==> src/rtl/axi_burst_sequencer.sv <==
// ---------------------------------------------------------------------------
// axi_addr
//   Combinational AXI next-beat address calculator.
//   Ports:
//     addr      - current beat address
//     burst     - 0 FIXED, 1 INCR, 2 WRAP (3 treated as INCR)
//     size      - log2 bytes per beat
//     len       - beats minus one (sets the WRAP window)
//     next_addr - address of the following beat, modulo 2^ADDR_WIDTH
//
// axi_burst_sequencer
//   Per-beat address sequencer for an AXI slave front end. Accepts one burst
//   command at a time and emits one beat address per downstream handshake.
//   Ports:
//     clk, rst                       - clock, asynchronous active-high reset
//     cmd_valid/cmd_ready            - command handshake
//     cmd_addr/burst/size/len/id     - burst command fields
//     beat_valid/beat_ready          - beat handshake toward the datapath
//     beat_addr/last/cnt/id          - current beat description
//     busy                           - a burst is in progress
//     cmd_err                        - one-cycle pulse: last accepted command
//                                      was illegal and was sanitised
// ---------------------------------------------------------------------------
module axi_addr #(
    parameter int   ADDR_WIDTH = 12,
    parameter logic ALIGN_ADDR = 1'b1
) (
    input  logic [ADDR_WIDTH-1:0] addr,
    input  logic [1:0]            burst,
    input  logic [2:0]            size,
    input  logic [7:0]            len,
    output logic [ADDR_WIDTH-1:0] next_addr
);
    logic [ADDR_WIDTH-1:0] incr;
    logic [ADDR_WIDTH-1:0] size_mask;
    logic [ADDR_WIDTH-1:0] wrap_mask;
    logic [ADDR_WIDTH-1:0] incr_base;

    always_comb begin
        incr      = ADDR_WIDTH'(1) << size;
        size_mask = incr - ADDR_WIDTH'(1);
        // WRAP window is (len+1) beats of 2^size bytes, always a power of two
        wrap_mask = ((ADDR_WIDTH'(len) + ADDR_WIDTH'(1)) << size) - ADDR_WIDTH'(1);
        // Realigning folds an unaligned start back onto the beat grid
        incr_base = ALIGN_ADDR ? (addr & ~size_mask) : addr;
        case (burst)
            2'd0:    next_addr = addr;
            2'd2:    next_addr = (addr & ~wrap_mask) | ((addr + incr) & wrap_mask);
            default: next_addr = incr_base + incr;
        endcase
    end
endmodule

module axi_burst_sequencer #(
    parameter logic ALIGN_ADDR = 1'b1,
    parameter int   ADDR_WIDTH = 12,
    parameter int   DATA_WIDTH = 32,
    parameter int   ID_WIDTH   = 4
) (
    input  logic                  clk,
    input  logic                  rst,
    input  logic                  cmd_valid,
    output logic                  cmd_ready,
    input  logic [ADDR_WIDTH-1:0] cmd_addr,
    input  logic [1:0]            cmd_burst,
    input  logic [2:0]            cmd_size,
    input  logic [7:0]            cmd_len,
    input  logic [ID_WIDTH-1:0]   cmd_id,
    output logic                  beat_valid,
    input  logic                  beat_ready,
    output logic [ADDR_WIDTH-1:0] beat_addr,
    output logic                  beat_last,
    output logic [7:0]            beat_cnt,
    output logic [ID_WIDTH-1:0]   beat_id,
    output logic                  busy,
    output logic                  cmd_err
);
    localparam int          DATA_SIZE = $clog2(DATA_WIDTH) - 3;
    localparam logic [2:0]  MAX_SIZE  = 3'(DATA_SIZE);
    localparam logic [1:0]  B_FIXED   = 2'd0;
    localparam logic [1:0]  B_INCR    = 2'd1;
    localparam logic [1:0]  B_WRAP    = 2'd2;
    localparam logic [1:0]  B_RSVD    = 2'd3;

    typedef enum logic [0:0] {IDLE, BURST} state_t;

    typedef struct packed {
        logic       err;
        logic [1:0] burst;
        logic [2:0] size;
    } san_t;

    // Clamp illegal commands to something the datapath can execute and flag
    // that it happened; any number of faults yields the same single flag.
    function automatic san_t sanitise(input logic [ADDR_WIDTH-1:0] a,
                                      input logic [1:0]            b,
                                      input logic [2:0]            s,
                                      input logic [7:0]            l);
        san_t                  r;
        logic [ADDR_WIDTH-1:0] mask;
        r.err   = 1'b0;
        r.size  = s;
        r.burst = b;
        if (s > MAX_SIZE) begin
            r.size = MAX_SIZE;
            r.err  = 1'b1;
        end
        mask = (ADDR_WIDTH'(1) << r.size) - ADDR_WIDTH'(1);
        if (b == B_RSVD) begin
            r.burst = B_INCR;
            r.err   = 1'b1;
        end else if (b == B_WRAP) begin
            if (!(l == 8'd1 || l == 8'd3 || l == 8'd7 || l == 8'd15) ||
                ((a & mask) != '0)) begin
                r.burst = B_INCR;
                r.err   = 1'b1;
            end
        end
        return r;
    endfunction

    state_t                state;
    logic [1:0]            burst_q;
    logic [2:0]            size_q;
    logic [7:0]            len_q;
    logic [ADDR_WIDTH-1:0] next_addr;
    logic                  cmd_hs;
    san_t                  san;

    axi_addr #(
        .ADDR_WIDTH (ADDR_WIDTH),
        .ALIGN_ADDR (ALIGN_ADDR)
    ) u_axi_addr (
        .addr      (beat_addr),
        .burst     (burst_q),
        .size      (size_q),
        .len       (len_q),
        .next_addr (next_addr)
    );

    assign busy       = (state == BURST);
    assign beat_valid = (state == BURST);
    assign beat_last  = (state == BURST) && (beat_cnt == len_q);
    // In BURST a new command may only enter on the last-beat handshake so the
    // next burst follows without a bubble.
    assign cmd_ready  = !rst && ((state == IDLE) || (beat_ready && beat_last));
    assign cmd_hs     = cmd_valid && cmd_ready;
    assign san        = sanitise(cmd_addr, cmd_burst, cmd_size, cmd_len);

    always_ff @(posedge clk or posedge rst) begin
        if (rst) begin
            state     <= IDLE;
            burst_q   <= B_FIXED;
            size_q    <= '0;
            len_q     <= '0;
            beat_addr <= '0;
            beat_cnt  <= '0;
            beat_id   <= '0;
            cmd_err   <= 1'b0;
        end else begin
            cmd_err <= 1'b0;
            if (cmd_hs) begin
                state     <= BURST;
                burst_q   <= san.burst;
                size_q    <= san.size;
                len_q     <= cmd_len;
                beat_addr <= cmd_addr;
                beat_cnt  <= '0;
                beat_id   <= cmd_id;
                cmd_err   <= san.err;
            end else if (state == BURST && beat_ready) begin
                if (beat_last) begin
                    state <= IDLE;
                end else begin
                    beat_addr <= next_addr;
                    beat_cnt  <= beat_cnt + 8'd1;
                end
            end
        end
    end
endmodule

==> config.mk <==
export PLATFORM = sky130hd
export DESIGN_NAME = axi_burst_sequencer
export DESIGN_NICKNAME = d
export VERILOG_FILES = /design/src/rtl/axi_burst_sequencer.sv
export SDC_FILE = /design/constraint.sdc
export NUM_CORES = 1
export LEC_CHECK = 0
export ABC_AREA = 1
export ABC_CLOCK_PERIOD_IN_PS = 3880
export BUFFER_PORTS_ARGS = -buffer_cell sky130_fd_sc_hd__buf_2
export CAP_MARGIN = 20
export CORE_MARGIN = 3
export CORE_UTILIZATION = 45
export DETAILED_ROUTE_END_ITERATION = 10
export GPL_TIMING_DRIVEN = 0
export PLACE_DENSITY = 0.72
export SYNTH_ARGS = -nofsm -noshare
export SYNTH_HDL_FRONTEND = slang
export SYNTH_SLANG_ARGS = --single-unit
==> constraint.sdc <==
create_clock -name clk -period 3.88 [get_ports clk]
set_input_delay 0.194 -clock clk [delete_from_list [all_inputs] [get_ports clk]]
set_output_delay 0.194 -clock clk [all_outputs]
set_load 0.005 [all_outputs]
==> results of run 1 <==
cell families after synthesis:
kind of cell | Yosys count | synth area share, %
AOI/OAI and AO/OA | 115 | 16.1
xor gates and xnor gates | 13 | 2.79
buffers and inverters | 103 | 10.9
adders and majority gates | 16 | 5.09
and+or+nand+nor | 365 | 41.2
DFF | 39 | 23.9
worst register-to-register path, stage by stage, from the launching register on:
cell and delay, ns:
dfrtp_1 0.46, nor2_2 0.33, nand2_2 0.15, inv_2 0.11, ha_1 0.23, inv_1 0.11
fa_1 0.42, nand3b_1 0.17, nand2_1 0.13, inv_1 0.07, o41ai_1 0.66, nand2_1 0.15
xnor2_1 0.18, nand4_1 0.10, nand2_1 0.09, nand2_1 0.05, nand2_1 0.05
per-layer routing:
layer	global-route usage (%)	wire length (µm)
met5	0	0
met4	6.75	223
met3	2.82	899
met2	40.7	5730
met1	34.6	5560
final timing paths:
check | from | end | depth (start not counted)
min reg2reg | beat_id[0]$_DFFE_PP0P_ | beat_id[0]$_DFFE_PP0P_ | 2
max | size_q[1]$_DFFE_PP0P_ | flip-flop | 16
min in group asynchronous | rst | async pin | 3
max reg2reg | size_q[1]$_DFFE_PP0P_ | flip-flop | 16
max in group asynchronous | rst | beat_cnt[7]$_DFFE_PP0P_ | 4
min | cmd_id[1] | beat_id[1]$_DFFE_PP0P_ | 3
power by group:
group | leakage [nW] | internal, mW | switching, mW
logic | 1.87 | 0.900 | 1.64
clock network | 0.0408 | 0.129 | 0.180
registers | 0.492 | 0.574 | 0.229
synth_stat cells (4+ instances only):
cell type and count:
nand4_1 13, nor2_4 6, o21ai_1 20, dfrtp_1 39, xnor2_1 7, nand2_2 11, nor2_1 49, ha_1 15
nor3_1 5, buf_2 5, o211ai_1 7, o21ai_0 39, buf_4 6, xor2_1 6, inv_1 67, or2_1 4
nor4_1 4, buf_6 4, inv_2 18, a21oi_1 31, nand3_1 72, nand2_1 183
cell type report:
cell class,count,share of cell area (%)
flip-flops and latches,39,21.0
inverters,85,6.86
multi-input cells,509,57.2
repair buffers,63,7.37
clock buffers,5,1.48
well taps,108,2.91
clock inverters,3,0.511
plain buffers,18,2.72
repair_timing:
action / in CTS / in global routing
hold endpoints to repair: 18 / 0
gates resized for setup: 0 / 0
buffers inserted: 0 / 0
hold buffers: 1 / 0
==> results.yml, run 1 <==
run_status:
  status: "completed"
grt:
  antenna_found_initial: 0
  gr-total-overflow: 0
  grt_pass1_vias: 4259
  grt_usage_pct: 24.8
  grt_pass1_wl_um: 20400
  grt_start_max_net_pins: 24
sta:
  hold_viol: 0
  fin_ws_ns: 0.378
  skew_ns: 0.00539
  tns_ns: 0
  relSlewSlack_pct: 45.8
  setup_viol: 0
  max_freq_mhz: 286
  tightest_slew_ns: 0.802
  slew_viol_final: 0
  grt_setup_unrepaired: "false"
  fin_crit_sh_pct: 90.3
  finalCriticalPeriod_ns: 3.50
  holdWs_ns: 0.0805
floorplanning:
  die_h_um: 101
  coreArea_um2: 8760
  dieArea_um2: 10200
  initial_core_util_pct: 46.6
  pin_count: 62
  die_w_um: 101
  rows: 34
synth:
  async_flop_share_pct: 100
  synth.ff_latch_count: 39
  synth-edff-count: 0
  yosys.area.top_type: "dfrtp_1"
  yosys.area.top_type_share_pct: 23.9
  synth.area.top_cells: "dfrtp_1 (24%), nand2_1 (17%), nand3_1 (8.8%), inv_1 (6.2%), o21ai_0 (4.8%)"
  synth_cells: 651
  synth_warnings: 0
  seq_area_frac_synth_pct: 23.9
  synth.distinct_cells: 45
  synth_area_um2: 4080
  synthFlopType: "dfrtp_1"
  avgSynthCellArea_um2: 6.27
  syn-num-nets: 700
cts:
  cts_htree_levels: 2
  clk_pin_slew_ns: 0.09
  clk_latency_ns: 0.30
  tritoncts: "yes"
  cts_inserted_buffers: 5
  root_buffer: "clkbuf_8"
  clock-sinks: 39
  clockBufferDepth: 2
finish:
  fin_area_um2: 4650
  fin_cells: 830
  layout_common_cells: "nand2_1 (183), nand3_1 (72), inv_1 (66), buf_2 (66), nor2_1 (49)"
  n_antenna_cell: 0
  seqCellArea_um2: 976
  fillers: 925
  drive_above_1_share_pct: 19.1
  finish.net_count: 770
  multi_input_area_um2: 2660
  finalCoreUtilization_pct: 53.1
  area_growth_pct: 14.0
  final_common_cell: "nand2_1"
power_and_ir_drop:
  static-leakage-power_nw: 2.41
  p_total_mw: 3.65
  power_density_nw_per_um2: 785
  vdd_drop_max_mv: 0.363
job:
  cap_violations: 0
place:
  dp_cells: 821
  dp_slack_ns: 0.563
  place.gp.congestion: 0.927
  dp_hpwl_um: 9820
  io_buffers: 61
  placedInstanceArea_um2: 4550
setup_path:
  crit_top_cell: "nand2_1"
  crit_path_end_kind: "flip-flop"
  path_max_fanout: 6
  path_cells: "nor2_2 -> nand2_2 -> inv_2 -> ha_1 -> inv_1 -> fa_1 -> nand3b_1 -> nand2_1 -> inv_1 -> o41ai_1 -> nand2_1 -> xnor2_1 -> nand4_1 -> nand2_1 -> nand2_1 -> nand2_1"
  critical_path_class: "flip-flop to flip-flop"
  max_stage_delay_ns: 0.66
  reg2reg_slack_ns: 0.38
  crit_buf_inv: 3
  crit_family: "simple AND/OR/NAND/NOR gates"
  crit_path_start_kind: "flip-flop"
  cp_slowest_cell: "o41ai_1"
  worstPathRequired_ns: 4.13
  worst_ep_arrival_time_ns: 3.75
detailed_routing:
  wl_um: 12400
  wl_per_cell_um: 14.9
  firstDrtPassIters: 6
  first_iter_violations: 305
  routed_via_density: 5.49
  vias: 4553
  drc: 0
  antenna_left: 0
hold_path:
  timing.hold.worst.class: "primary input to flip-flop"
No activity file was read; power rests on OpenSTA's default activity.
==> inputs of run 2 (changes only) <==
--- a/config.mk
+++ b/config.mk
@@ -6,14 +6,15 @@
 export NUM_CORES = 1
 export LEC_CHECK = 0
 export ABC_AREA = 1
-export ABC_CLOCK_PERIOD_IN_PS = 3880
+export ABC_CLOCK_PERIOD_IN_PS = 3040
 export BUFFER_PORTS_ARGS = -buffer_cell sky130_fd_sc_hd__buf_2
 export CAP_MARGIN = 20
 export CORE_MARGIN = 3
 export CORE_UTILIZATION = 45
 export DETAILED_ROUTE_END_ITERATION = 10
 export GPL_TIMING_DRIVEN = 0
-export PLACE_DENSITY = 0.72
+export PLACE_DENSITY = 0.74
+export RECOVER_POWER = 50
 export SYNTH_ARGS = -nofsm -noshare
 export SYNTH_HDL_FRONTEND = slang
 export SYNTH_SLANG_ARGS = --single-unit
==> constraint.sdc (replaced) <==
create_clock -name clk -period 3.04 [get_ports clk]
set_input_delay 0.152 -clock clk [delete_from_list [all_inputs] [get_ports clk]]
set_output_delay 0.152 -clock clk [all_outputs]
set_load 0.005 [all_outputs]
==> results.yml, run 2 (synthesized netlist as in run 1, its figures left out) <==
setup_path:
  worstReg2RegStart: "size_q[0]$_DFFE_PP0P_"
  crit_family: "buffers and inverters"
  worstPathRequired_ns: 3.26
  crit_buf_inv: 6
  critical_path_class: "flip-flop to flip-flop"
  path_max_fanout: 8
  path_cells: "buf_4 -> inv_4 -> nand2_2 -> inv_2 -> ha_2 -> inv_1 -> fa_2 -> nand3b_1 -> nand2_2 -> inv_1 -> o41ai_4 -> buf_4 -> a21oi_1 -> o211ai_1 -> nand2_1 -> nand2_1 -> nand2_1"
  crit_top_cell: "nand2_1"
  worst_ep_arrival_time_ns: 3.09
  max_stage_delay_ns: 0.38
  crit_path_end_kind: "flip-flop"
  crit_start: "size_q[0]$_DFFE_PP0P_"
  cp_slowest_cell: "fa_2"
  crit_path_start_kind: "flip-flop"
detailed_routing:
  drc: 0
  antenna_left: 0
  routed_via_density: 5.46
  firstDrtPassIters: 4
  wl_um: 12300
  first_iter_violations: 323
  wl_per_cell_um: 14.8
  vias: 4551
floorplanning:
  die_h_um: 101
  pin_count: 62
  initial_core_util_pct: 46.6
  coreArea_um2: 8760
  die_w_um: 101
  rows: 34
  dieArea_um2: 10200
sta:
  max_freq_mhz: 347
  setup_viol: 0
  relSlewSlack_pct: 56.3
  skew_ns: 0.0105
  hold_viol: 0
  tightest_slew_ns: 0.655
  fin_crit_sh_pct: 94.7
  finalCriticalPeriod_ns: 2.88
  slew_viol_final: 0
cts:
  tritoncts: "yes"
  cts_htree_levels: 2
  clk_pin_slew_ns: 0.10
  root_buffer: "clkbuf_8"
  clk_latency_ns: 0.31
  clock-sinks: 39
  cts_inserted_buffers: 5
  clockBufferDepth: 2
finish:
  layout_common_cells: "nand2_1 (182), nand3_1 (72), inv_1 (67)"
  finish.net_count: 774
  n_antenna_cell: 0
  final_common_cell: "nand2_1"
  drive_above_1_share_pct: 20.0
  area_growth_pct: 15.4
  finalCoreUtilization_pct: 53.7
grt:
  grt_pass1_vias: 4249
  grt_start_max_net_pins: 32
  gr-total-overflow: 0
  grt_usage_pct: 24.4
  grt_pass1_wl_um: 20200
  antenna_found_initial: 0
place:
  dp_hpwl_um: 9610
  place.gp.congestion: 0.957
  io_buffers: 61
run_status:
  status: "completed"
job:
  cap_violations: 0
power_and_ir_drop:
  p_total_mw: 4.72
  power_density_nw_per_um2: 1000
  static-leakage-power_nw: 2.44
  vdd_drop_max_mv: 0.428
hold_path:
  timing.hold.worst.class: "primary input to flip-flop"
  hp-start: "cmd_id[3]"
run 2: cell types whose count changed in the layout (fill, tap and decap cells not counted), moves of 2 or more:
| cell | previous run | this run |
|---|---|---|
| inv_2 | 19 | 17 |
| buf_4 | 6 | 10 |
| clkbuf_1 | 3 | 6 |
| ha_2 | 0 | 2 |
| buf_2 | 66 | 63 |
| ha_1 | 15 | 13 |
run 2: timing repair:
action | 4_1_cts | 5_1_grt
hold buffers | 1 | 0
cloned | 0 | 0
pin swaps | 0 | 2
endpoints found under the setup margin | 2 | 6
endpoints found under the hold margin | 10 | 0
buffers inserted | 0 | 4
resized for setup | 3 | 7
run 2: per-layer routing:
metal,vias up,share of wire (%),global-route usage (%)
li1,2290,-,-
met1,2074,47,34.1
met2,168,45,40.2
met3,19,6.5,3.24
met4,0,1.6,5.52
met5,-,0,0
run 2: report_power, final:
part	internal [mW]	switching, mW	total [mW]
clock network	0.165	0.238	0.403
registers	0.734	0.295	1.03
logic	1.18	2.11	3.28
run 2: cell type report:
type | instances | area [µm²]
clock buffers | 5 | 68.8
flip-flops and latches | 39 | 977
inverters | 85 | 322
clock inverters | 3 | 23.8
multi-input cells | 509 | 2700
fillers | 910 | 4050
well taps | 108 | 135
repair buffers | 67 | 362
plain buffers | 18 | 126
run 2: final timing paths:
check,to,slack (ns),cells after the start
setup / recovery,flip-flop,0.16,17
hold / removal,beat_id[3]$_DFFE_PP0P_,0.03,3
setup reg to reg,flip-flop,0.16,17
hold reg to reg,beat_id[2]$_DFFE_PP0P_,0.49,2
max in group asynchronous,size_q[1]$_DFFE_PP0P_,2.09,4
min in group asynchronous,async pin,0.40,3
run 2: per-stage QoR:
stage	hold WS, ns	TNS (ns)	instance area [µm²]	setup slack [ns]	instances
floorplan	0.262	0	4080	0.320	651
finish	0.0326	0	4710	0.161	834
CTS	0.0312	0	4670	0.0438	830
global placement	0.346	-0.374	4520	-0.253	820
global route	0.0329	-0.00769	4710	-0.00769	834
detailed placement	0.120	-0.447	4540	-0.289	821
run 2: worst register-to-register path, cell delays in order, from the launching register on:
cell and delay [ns]:
dfrtp_1 0.37, buf_4 0.17, inv_4 0.10, nand2_2 0.09, inv_2 0.09, ha_2 0.22
inv_1 0.11, fa_2 0.38, nand3b_1 0.18, nand2_2 0.12, inv_1 0.09, o41ai_4 0.34
buf_4 0.18, a21oi_1 0.06, o211ai_1 0.11, nand2_1 0.08, nand2_1 0.07, nand2_1 0.04
==> inputs of run 3 (changes only) <==
--- a/config.mk
+++ b/config.mk
@@ -10,10 +10,10 @@
 export BUFFER_PORTS_ARGS = -buffer_cell sky130_fd_sc_hd__buf_2
 export CAP_MARGIN = 20
 export CORE_MARGIN = 3
-export CORE_UTILIZATION = 45
+export CORE_UTILIZATION = 35
 export DETAILED_ROUTE_END_ITERATION = 10
 export GPL_TIMING_DRIVEN = 0
-export PLACE_DENSITY = 0.74
+export PLACE_DENSITY = 0.61
 export RECOVER_POWER = 50
 export SYNTH_ARGS = -nofsm -noshare
 export SYNTH_HDL_FRONTEND = slang
==> constraint.sdc (replaced) <==
create_clock -name clk -period 3.04 [get_ports clk]
set_input_delay 0.152 -clock clk [delete_from_list [all_inputs] [get_ports clk]]
set_output_delay 0.152 -clock clk [all_outputs]
set_load 0.1 [all_outputs]
==> results.yml, run 3 (synthesized netlist as in run 1, its figures left out) <==
run_status:
  status: "completed"
cts:
  clock-sinks: 39
  tritoncts: "yes"
  clockBufferDepth: 2
  clk_latency_ns: 0.30
  clk_pin_slew_ns: 0.07
  root_buffer: "clkbuf_16"
  cts_htree_levels: 2
  cts_inserted_buffers: 5
grt:
  grt_pass1_wl_um: 21600
  antenna_found_initial: 0
  gr-total-overflow: 0
  grt_usage_pct: 20.8
  grt_pass1_vias: 4375
  grt_start_max_net_pins: 37
finish:
  area_growth_pct: 17.7
  n_antenna_cell: 0
  drive_above_1_share_pct: 18.1
  final_common_cell: "nand2_1"
  finish.net_count: 773
  layout_common_cells: "nand2_1 (182), nand3_1 (72), inv_1 (67)"
  fillers: 1198
detailed_routing:
  vias: 4568
  wl_per_cell_um: 15.2
  antenna_left: 0
  drc: 0
  wl_um: 13100
  routed_via_density: 5.29
  firstDrtPassIters: 5
  first_iter_violations: 305
power_and_ir_drop:
  vdd_drop_max_mv: 0.719
  static-leakage-power_nw: 2.43
  power_density_nw_per_um2: 1270
setup_path:
  crit_start: "size_q[0]$_DFFE_PP0P_"
  crit_path_end_kind: "flip-flop"
  worst_ep_arrival_time_ns: 3.10
  crit_path_start_kind: "flip-flop"
  critical_path_class: "flip-flop to flip-flop"
  reg2reg_depth: 17
  path_max_fanout: 8
  worstPathRequired_ns: 3.23
  reg2reg_slack_ns: 0.14
  worstReg2RegStart: "size_q[0]$_DFFE_PP0P_"
floorplanning:
  coreArea_um2: 11100
  die_w_um: 114
  rows: 38
  pin_count: 62
  die_h_um: 114
  dieArea_um2: 13000
  initial_core_util_pct: 36.7
hold_path:
  timing.hold.worst.class: "primary input to flip-flop"
sta:
  hold_viol: 0
  skew_ns: 0.00888
  relSlewSlack_pct: 20.6
  finalCriticalPeriod_ns: 2.90
  fin_crit_sh_pct: 95.5
  tightest_slew_ns: 1.20
  setup_viol: 0
  slew_viol_final: 0
  holdWs_ns: 0.0519
  max_freq_mhz: 345
  fin_ws_ns: 0.137
place:
  dp_slack_ns: -0.253
  place.gp.congestion: 0.927
  io_buffers: 61
  dp_hpwl_um: 10200
job:
  cap_violations: 0
## run 3: worst min path at each step
| stage | from | end | depth (start not counted) |
|---|---|---|---|
| after floorplan | cmd_id[0] | beat_id[0]$_DFFE_PP0P_ | 2 |
| after detailed placement | rst | async pin | 2 |
| after global routing | cmd_id[0] | beat_id[0]$_DFFE_PP0P_ | 3 |
| after global placement | cmd_id[2] | beat_id[2]$_DFFE_PP0P_ | 3 |
| final | cmd_id[2] | beat_id[2]$_DFFE_PP0P_ | 3 |
| after CTS | cmd_id[2] | beat_id[2]$_DFFE_PP0P_ | 3 |
## run 3: per-layer routing
metal  share of wire (%)  vias to the layer above  track usage (%)
met2                  47                      159             34.7
met5                   0                        -                0
met3                 6.4                       16             4.51
met4                 1.5                        0             5.07
li1                    -                     2296                -
met1                  45                     2097             27.5
## run 3: per-stage QoR
stage	utilization (%)	std cells	TNS, ns	area, µm²	power, mW
3_5_place_dp	41.2	853	-0.413	4580	5.35
5_1_grt	43.2	864	-0.0187	4800	6.58
3_3_place_gp	41.0	852	-0.417	4560	5.32
2_1_floorplan	-	651	0	4080	4.46
6_report	43.2	864	0	4800	6.09
4_1_cts	42.8	861	0	4770	6.02
## run 3: final cells by class
type / instances / area [µm²] / share of cell area [%]
multi-input cells: 509 / 2700 / 56.2
flip-flops and latches: 39 / 977 / 20.3
repair buffers: 66 / 340 / 7.09
inverters: 85 / 322 / 6.70
well taps: 140 / 175 / 3.65
plain buffers: 18 / 126 / 2.63
clock buffers: 5 / 125 / 2.61
clock inverters: 2 / 37.5 / 0.782
## run 3: report_power, final
part           total [mW]  switching, mW  internal [mW]
Combinational        4.43           3.28           1.15
Sequential           1.04          0.309          0.736
Clock               0.624          0.241          0.383
Total                6.09           3.83           2.27
## run 3: worst max-delay path, cell delays in order (launching register included)
cell and delay [ns]:
dfrtp_1 0.36, buf_4 0.18, inv_4 0.10, nand2_2 0.10, inv_2 0.09, ha_2 0.21
inv_1 0.09, fa_1 0.40, nand3b_1 0.19, nand2_2 0.11, inv_1 0.08, o41ai_4 0.36
buf_4 0.18, a21oi_1 0.05, o211ai_1 0.10, nand2_1 0.08, nand2_1 0.07, nand2_1 0.04
## run 3: timing repair
action | in CTS | in global routing
hold buffers | 1 | 0
pin swaps | 0 | 2
resized for setup | 2 | 8
setup buffers | 0 | 3
endpoints found under the hold margin | 5 | 0
setup endpoints to repair | 2 | 6
